--- config.mk ---
export PLATFORM = sky130hd
export DESIGN_NAME = fetch_line_buffer_flat
export DESIGN_NICKNAME = d
export VERILOG_FILES = /design/src/rtl/fetch_line_buffer_if.sv /design/src/rtl/fetch_line_buffer.sv /design/src/flat_wrapper.sv
export SDC_FILE = /design/constraint.sdc
export NUM_CORES = 1
export LEC_CHECK = 0
export CAP_MARGIN = 20
export CORE_MARGIN = 3
export CORE_UTILIZATION = 45
export CTS_CLUSTER_SIZE = 28
export DETAILED_ROUTE_END_ITERATION = 7
export GPL_TIMING_DRIVEN = 0
export PLACE_DENSITY = 0.72
export SYNTH_ARGS = -nofsm -noshare
export SYNTH_HDL_FRONTEND = slang
export SYNTH_SLANG_ARGS = --single-unit
--- constraint.sdc ---
create_clock -name clock -period 3.8 [get_ports clock]
set_input_delay 0.76 -clock clock [delete_from_list [all_inputs] [get_ports clock]]
set_output_delay 0.76 -clock clock [all_outputs]
set_load 0.01 [all_outputs]
--- src/rtl/fetch_line_buffer_if.sv ---
// Fetch line buffer bus: the pipeline request/response signals and the
// instruction-memory line port, bundled together.
// slave  : the fetch line buffer itself
// master : the environment (pipeline PC stage plus instruction memory)
interface fetch_line_buffer_if;
  logic [31:0]  pc;
  logic         fetch_req;
  logic         flush;
  logic [31:0]  instr;
  logic         instr_valid;
  logic [31:0]  mem_addr;
  logic [127:0] mem_line;
  logic         busy;

  modport slave (
    input  pc, fetch_req, flush, mem_line,
    output instr, instr_valid, mem_addr, busy
  );

  modport master (
    output pc, fetch_req, flush, mem_line,
    input  instr, instr_valid, mem_addr, busy
  );
endinterface

--- src/rtl/fetch_line_buffer.sv ---
// Instruction-fetch line buffer. Holds one 16-byte line from the
// fixed-latency instruction memory and serves 32-bit big-endian words
// from it. FETCH_PERF_EN adds hit_count/miss_count performance counters.
//
// state | meaning
// IDLE  | serving hits from line_buf; a miss issues a fill
// FILL  | mem_addr held, waiting FILL_WAIT edges to sample mem_line
module fetch_line_buffer #(
  parameter int FILL_WAIT = 6
) (
  input  logic clock,
  input  logic reset_n,
  fetch_line_buffer_if.slave bus
`ifdef FETCH_PERF_EN
  ,
  output logic [15:0] hit_count,
  output logic [15:0] miss_count
`endif
);

  localparam logic [0:0] ST_IDLE = 1'b0;
  localparam logic [0:0] ST_FILL = 1'b1;
  localparam logic [3:0] FILL_WAIT_C = 4'(FILL_WAIT);

  logic [0:0]   state;
  logic [127:0] line_buf;
  logic [27:0]  tag;
  logic         line_valid;
  logic [3:0]   fill_cnt;
  logic [31:0]  instr_q;
  logic         instr_valid_q;
  logic [31:0]  mem_addr_q;

  logic [27:0]  pc_line;
  logic         tag_match;
  logic         same_fill;
  logic         hit;
  logic         issue;
  logic         capture;
  logic         unused_pc_bits;

  // Word k of a line, byte 4k being the most significant byte.
  function automatic logic [31:0] sel_word(input logic [127:0] line, input logic [1:0] k);
    logic [31:0] w;
    w = line[{k, 5'd0} +: 32];
    return {w[7:0], w[15:8], w[23:16], w[31:24]};
  endfunction

  assign pc_line        = bus.pc[31:4];
  assign tag_match      = line_valid && (pc_line == tag);
  assign same_fill      = (pc_line == mem_addr_q[31:4]);
  assign unused_pc_bits = ^bus.pc[1:0];

  assign bus.instr       = instr_q;
  assign bus.instr_valid = instr_valid_q;
  assign bus.mem_addr    = mem_addr_q;
  assign bus.busy        = (state == ST_FILL);

  // Classify this cycle: buffer hit, fill issue (miss or restart), or fill capture.
  always_comb begin
    hit     = 1'b0;
    issue   = 1'b0;
    capture = 1'b0;
    if (!bus.flush && state == ST_IDLE && bus.fetch_req) begin
      hit   = tag_match;
      issue = !tag_match;
    end else if (!bus.flush && state == ST_FILL) begin
      issue   = bus.fetch_req && !same_fill;
      capture = !issue && (fill_cnt + 4'd1 == FILL_WAIT_C);
    end
  end

  // Sequencer, buffer and output registers; flush overrides everything.
  always_ff @(posedge clock or negedge reset_n) begin
    if (!reset_n) begin
      state         <= ST_IDLE;
      line_buf      <= '0;
      tag           <= '0;
      line_valid    <= 1'b0;
      fill_cnt      <= '0;
      instr_q       <= '0;
      instr_valid_q <= 1'b0;
      mem_addr_q    <= '0;
    end else begin
      instr_valid_q <= 1'b0;
      if (bus.flush) begin
        state      <= ST_IDLE;
        line_valid <= 1'b0;
      end else begin
        if (hit) begin
          instr_q       <= sel_word(line_buf, bus.pc[3:2]);
          instr_valid_q <= 1'b1;
        end
        if (issue) begin
          mem_addr_q <= {pc_line, 4'b0000};
          fill_cnt   <= '0;
          state      <= ST_FILL;
        end else if (state == ST_FILL) begin
          fill_cnt <= fill_cnt + 4'd1;
          if (capture) begin
            line_buf   <= bus.mem_line;
            tag        <= mem_addr_q[31:4];
            line_valid <= 1'b1;
            state      <= ST_IDLE;
            // A pending request here is necessarily for the line being captured.
            if (bus.fetch_req) begin
              instr_q       <= sel_word(bus.mem_line, bus.pc[3:2]);
              instr_valid_q <= 1'b1;
            end
          end
        end
      end
    end
  end

`ifdef FETCH_PERF_EN
  // Count delivered instructions and issued fills (restarts included).
  always_ff @(posedge clock or negedge reset_n) begin
    if (!reset_n) begin
      hit_count  <= '0;
      miss_count <= '0;
    end else begin
      if (instr_valid_q) hit_count <= hit_count + 16'd1;
      if (issue)         miss_count <= miss_count + 16'd1;
    end
  end
`endif

endmodule

--- src/flat_wrapper.sv ---
// flat-port wrapper written by rule: the top's interface ports become plain ports
module fetch_line_buffer_flat 
#(
  parameter int FILL_WAIT = 6
)
  (clock, reset_n, bus_pc, bus_fetch_req, bus_flush, bus_mem_line, bus_instr, bus_instr_valid, bus_mem_addr, bus_busy);
  fetch_line_buffer_if bus_i ();
  input  logic clock;
  input  logic reset_n;
  input wire logic [$bits(bus_i.pc)-1:0] bus_pc;
  input wire logic [$bits(bus_i.fetch_req)-1:0] bus_fetch_req;
  input wire logic [$bits(bus_i.flush)-1:0] bus_flush;
  input wire logic [$bits(bus_i.mem_line)-1:0] bus_mem_line;
  output wire logic [$bits(bus_i.instr)-1:0] bus_instr;
  output wire logic [$bits(bus_i.instr_valid)-1:0] bus_instr_valid;
  output wire logic [$bits(bus_i.mem_addr)-1:0] bus_mem_addr;
  output wire logic [$bits(bus_i.busy)-1:0] bus_busy;
  assign bus_i.pc = bus_pc;
  assign bus_i.fetch_req = bus_fetch_req;
  assign bus_i.flush = bus_flush;
  assign bus_i.mem_line = bus_mem_line;
  assign bus_instr = bus_i.instr;
  assign bus_instr_valid = bus_i.instr_valid;
  assign bus_mem_addr = bus_i.mem_addr;
  assign bus_busy = bus_i.busy;
  fetch_line_buffer #(.FILL_WAIT(FILL_WAIT)) u_core (.clock(clock), .reset_n(reset_n), .bus(bus_i));
endmodule
==> results.md <==
| Quantity | Reported |
|---|---|
| Number of detailed-route iterations in the first pass | 4 |
| P_leak | 0.00653 uW |
| Net count of the finished layout | 1,156 |
| Number of synthesized register bits | 223 |
| Clk sink count | 223 |
| Vertical die dimension | 161 um |
| Number of maximum-capacitance violations | 0 |
| Area of the placeable core | 23,500 um^2 |
| Critical setup path kind | in2reg |
| DP Worst Slack | -0.534 ns |
| Result of the run | complete, no violations |
| Per-cell routed wire length | 21.5 um |
| Family with the most delay on the worst path | buffers and inverters |
| Later-pin clock latency in the skew report | 0.52 ns |
| Total area of multi-input combinational cells | 4940 um^2 |
| Clock root buffer master | sky130_fd_sc_hd__clkbuf_16 |
| Summed instance area of the synthesized netlist | 10,800 um^2 |
| I/O pin total | 230 |
| Nature of the critical path endpoint | flip-flop |
| Worst-Margin Slew | 1.03 ns |
| Max-slew violation total from the final report | 0 |
| Final clock period utilization by the worst path | 0.934 |
| Floorplan die area | 25,900 um^2 |
| Top cell type by total area after synthesis | sky130_fd_sc_hd__dfrtp_1 |
| Gate count after technology mapping | 737 |
| List of cells traversed by the critical path | clkdlybuf4s50_1, xnor2_1, nand4_1, nor4_2, nand3_1, a21o_1, clkbuf_1, buf_1, buf_1, mux2_2 |
| Sequential-to-total area share from yosys stat | 0.517 |
| GR Overflow Total | 0 |
| Source of the worst register-to-register timing path | u_core.bus.mem_addr[6]$_DFFE_PN0P_ |
| Post-synthesis to final-layout area growth | 33.1% |
| Area used by sequential logic in the layout | 5580 um^2 |
| Gpl congestion | 0.812 |
| Ratio of cells with drive above 1 in the final layout | 0.299 |
| Crit path buffers/inverters | 4 |
| Clock buffer depth | 3 |
| Data required time of the critical path | 4.19 ns |
| Commonest non-fill, non-tap cell in the layout | sky130_fd_sc_hd__dfrtp_1 |
| Max Freq | 282 MHz |
| Starting density of the core | 0.459 |
| Proportion of netlist area held by the largest area contributor | 0.517 |
| Cell count of the worst reg-to-reg path | 9 |
| I/O Buffers | 221 |
| Commonest non-fill, non-tap cells in the layout | sky130_fd_sc_hd__dfrtp_1, sky130_fd_sc_hd__clkdlybuf4s50_1, sky130_fd_sc_hd__mux2_2 |
| Routed vias | 7,335 |
| Yosys warnings | 0 |
| H-tree levels | 1 |
| Post-synth ARST share | 1.00 |
| Worst Clk Skew | 0.0112 ns |
| Vias in the first global route | 7,890 |
| DRC marker count from the first detailed-route iteration | 334 |
| Count of unique library cells instantiated by Yosys | 38 |
| Remaining antenna violation count after routing | 0 |
| Antenna violations before repair | 1 |
| Buffers inserted during post-CTS setup optimization | 0 |
| Slowest cell on the critical path | sky130_fd_sc_hd__clkdlybuf4s50_1 |
| Minimum setup slack among reg-to-reg paths | 0.56 ns |
| Worst ir drop on vdd | 0.270 mV |
| Kind of start point of the critical path | input pin |
| Post-synth EDFFs | 0 |
| Top cells by area in the synthesized netlist | sky130_fd_sc_hd__dfrtp_1, sky130_fd_sc_hd__mux2_2, sky130_fd_sc_hd__mux4_2 |
| Clock slew at the register clock pins of the worst setup and hold paths | 0.06 ns |
| CTS tree | yes |
| Setup violators final | 0 |
| Data arrival time of the critical path | 3.94 ns |
| Minimum clock period | 3.55 ns |
| Mean number of vias per cell | 5.52 |
| Wirelength, routed | 28,600 um |
| Detailed Place HPWL | 20,400 um |
| CP dominant cell by count | sky130_fd_sc_hd__buf_1 |
| Final hold vios | 0 |
| RR Endpoint | u_core.tag[4]$_DFFE_PN0P_ |
| Peak per-stage delay on the critical path | 0.55 ns |
| Unrepaired setup endpoints after global routing | false |
| Maximum number of pins on one net before global-route repair | 87 |
| TritonCTS buffer count | 25 |
| Power per unit of standard cell area | 457 nW/um^2 |
| Type of the tightest min-delay check | in2async |
| Headroom to the max-slew limit | 0.306 |
| Count of hold buffers inserted by post-cts repair | 0 |
| Primary FF master, synth | sky130_fd_sc_hd__dfrtp_1 |
| Crit-path max FO | 10 |
| Number of rows in the core area | 56 |
| Filler cells | 1,913 |
| Tot GR Track Use | 0.222 |
| Wire length of the first global-routing pass | 44,700 um |
| Die extent in x | 161 um |
| DR DRC count | 0 |
| Worst setup slack after layout | 0.251 ns |
| Worst slack on hold paths | 0.181 ns |
| Mean area per synthesized cell | 14.7 um^2 |
[repair_timing]
item / CTS / global route
gates cloned: 0 / 0
endpoints found under the setup margin: 8 / 4
resized for setup: 1 / 2
[cells by family after synthesis]
group           after synthesis  synth area share
other cells                   1          0.000347
mux                         249             0.333
compound gates               46            0.0301
flops                       223             0.517
buf+inv                      64            0.0280
simple gates                 97            0.0448
xor+xnor                     55            0.0446
fa+ha+maj                     2           0.00232
[synth_stat cells (all sizes together) (10+ instances only)]
| library cell | number |
|---|---|
| inv | 10 |
| nand4 | 11 |
| nor2 | 34 |
| xor2 | 24 |
| mux4 | 64 |
| buf | 20 |
| o22ai | 33 |
| nor3 | 33 |
| clkbuf | 34 |
| mux2 | 184 |
| xnor2 | 31 |
| dfrtp | 223 |
[stage by stage]
stage                     std cells  power [uW]  TNS (ns)  instance area (um^2)  utilization
final                          1328        6570         0                 14400        0.611
after global placement         1280        4000  -1763.54                 13400        0.570
after detailed placement       1282        4040    -36.18                 13500        0.573
after floorplan                 740        3530         0                 10800            -
after CTS                      1326        6630         0                 14400        0.611
after global routing           1326        6830         0                 14400        0.611
[area by class of cell]
cell class,instances,area share
Inverter,10,0.00261
Clock buffer,31,0.0479
Timing Repair Buffer,223,0.158
Buffer,54,0.0185
Clock inverter,13,0.0137
Multi-Input combinational cell,453,0.343
Antenna cell,2,0.000348
Sequential cell,223,0.388
Tap cell,319,0.0278
[worst register-to-register path, cell delays in order, from the launching register on]
cell and delay [ns]:
sky130_fd_sc_hd__dfrtp_1 0.43, sky130_fd_sc_hd__xnor2_1 0.22, sky130_fd_sc_hd__nand4_1 0.13, sky130_fd_sc_hd__nor4_2 0.50, sky130_fd_sc_hd__nand3_1 0.22, sky130_fd_sc_hd__a21o_1 0.23, sky130_fd_sc_hd__clkbuf_1 0.15, sky130_fd_sc_hd__buf_1 0.40
sky130_fd_sc_hd__buf_1 0.45, sky130_fd_sc_hd__mux2_2 0.38
[flip-flops by register name, indices dropped and copies added (netlist names)]
signal                  flops
u_core.fill_cnt             4
u_core.bus.busy             1
u_core.bus.instr           32
u_core.line_buf           128
u_core.bus.instr_valid      1
u_core.tag                 28
u_core.line_valid           1
u_core.bus.mem_addr        28
[how the worst max path moves through the flow]
stage               start                                  end  depth (start not counted)
6_report        bus_pc[6]            u_core.tag[4]$_DFFE_PN0P_                         10
5_1_grt        bus_pc[30]            u_core.tag[4]$_DFFE_PN0P_                         10
4_1_cts         bus_pc[6]     u_core.line_buf[117]$_DFFE_PN0P_                         10
3_5_place_dp    bus_pc[6]     u_core.line_buf[117]$_DFFE_PN0P_                         10
3_3_place_gp      reset_n     u_core.line_buf[118]$_DFFE_PN0P_                          1
2_1_floorplan   bus_pc[6]  u_core.bus.mem_addr[27]$_DFFE_PN0P_                          8
[power breakdown]
part / total (uW) / internal (uW) / switching, uW
clock network: 2580 / 1620 / 961
registers: 2910 / 2700 / 209
logic: 1090 / 713 / 374
[metal layers]
metal  share of wire  vias to the layer above  track usage
li1                -                     3273            -
met1            0.43                     3789        0.303
met2            0.49                      223        0.365
met3           0.063                       48       0.0469
met4           0.021                        2       0.0548
met5         0.00045                        -            0
Power figures use the tool's default switching activity.
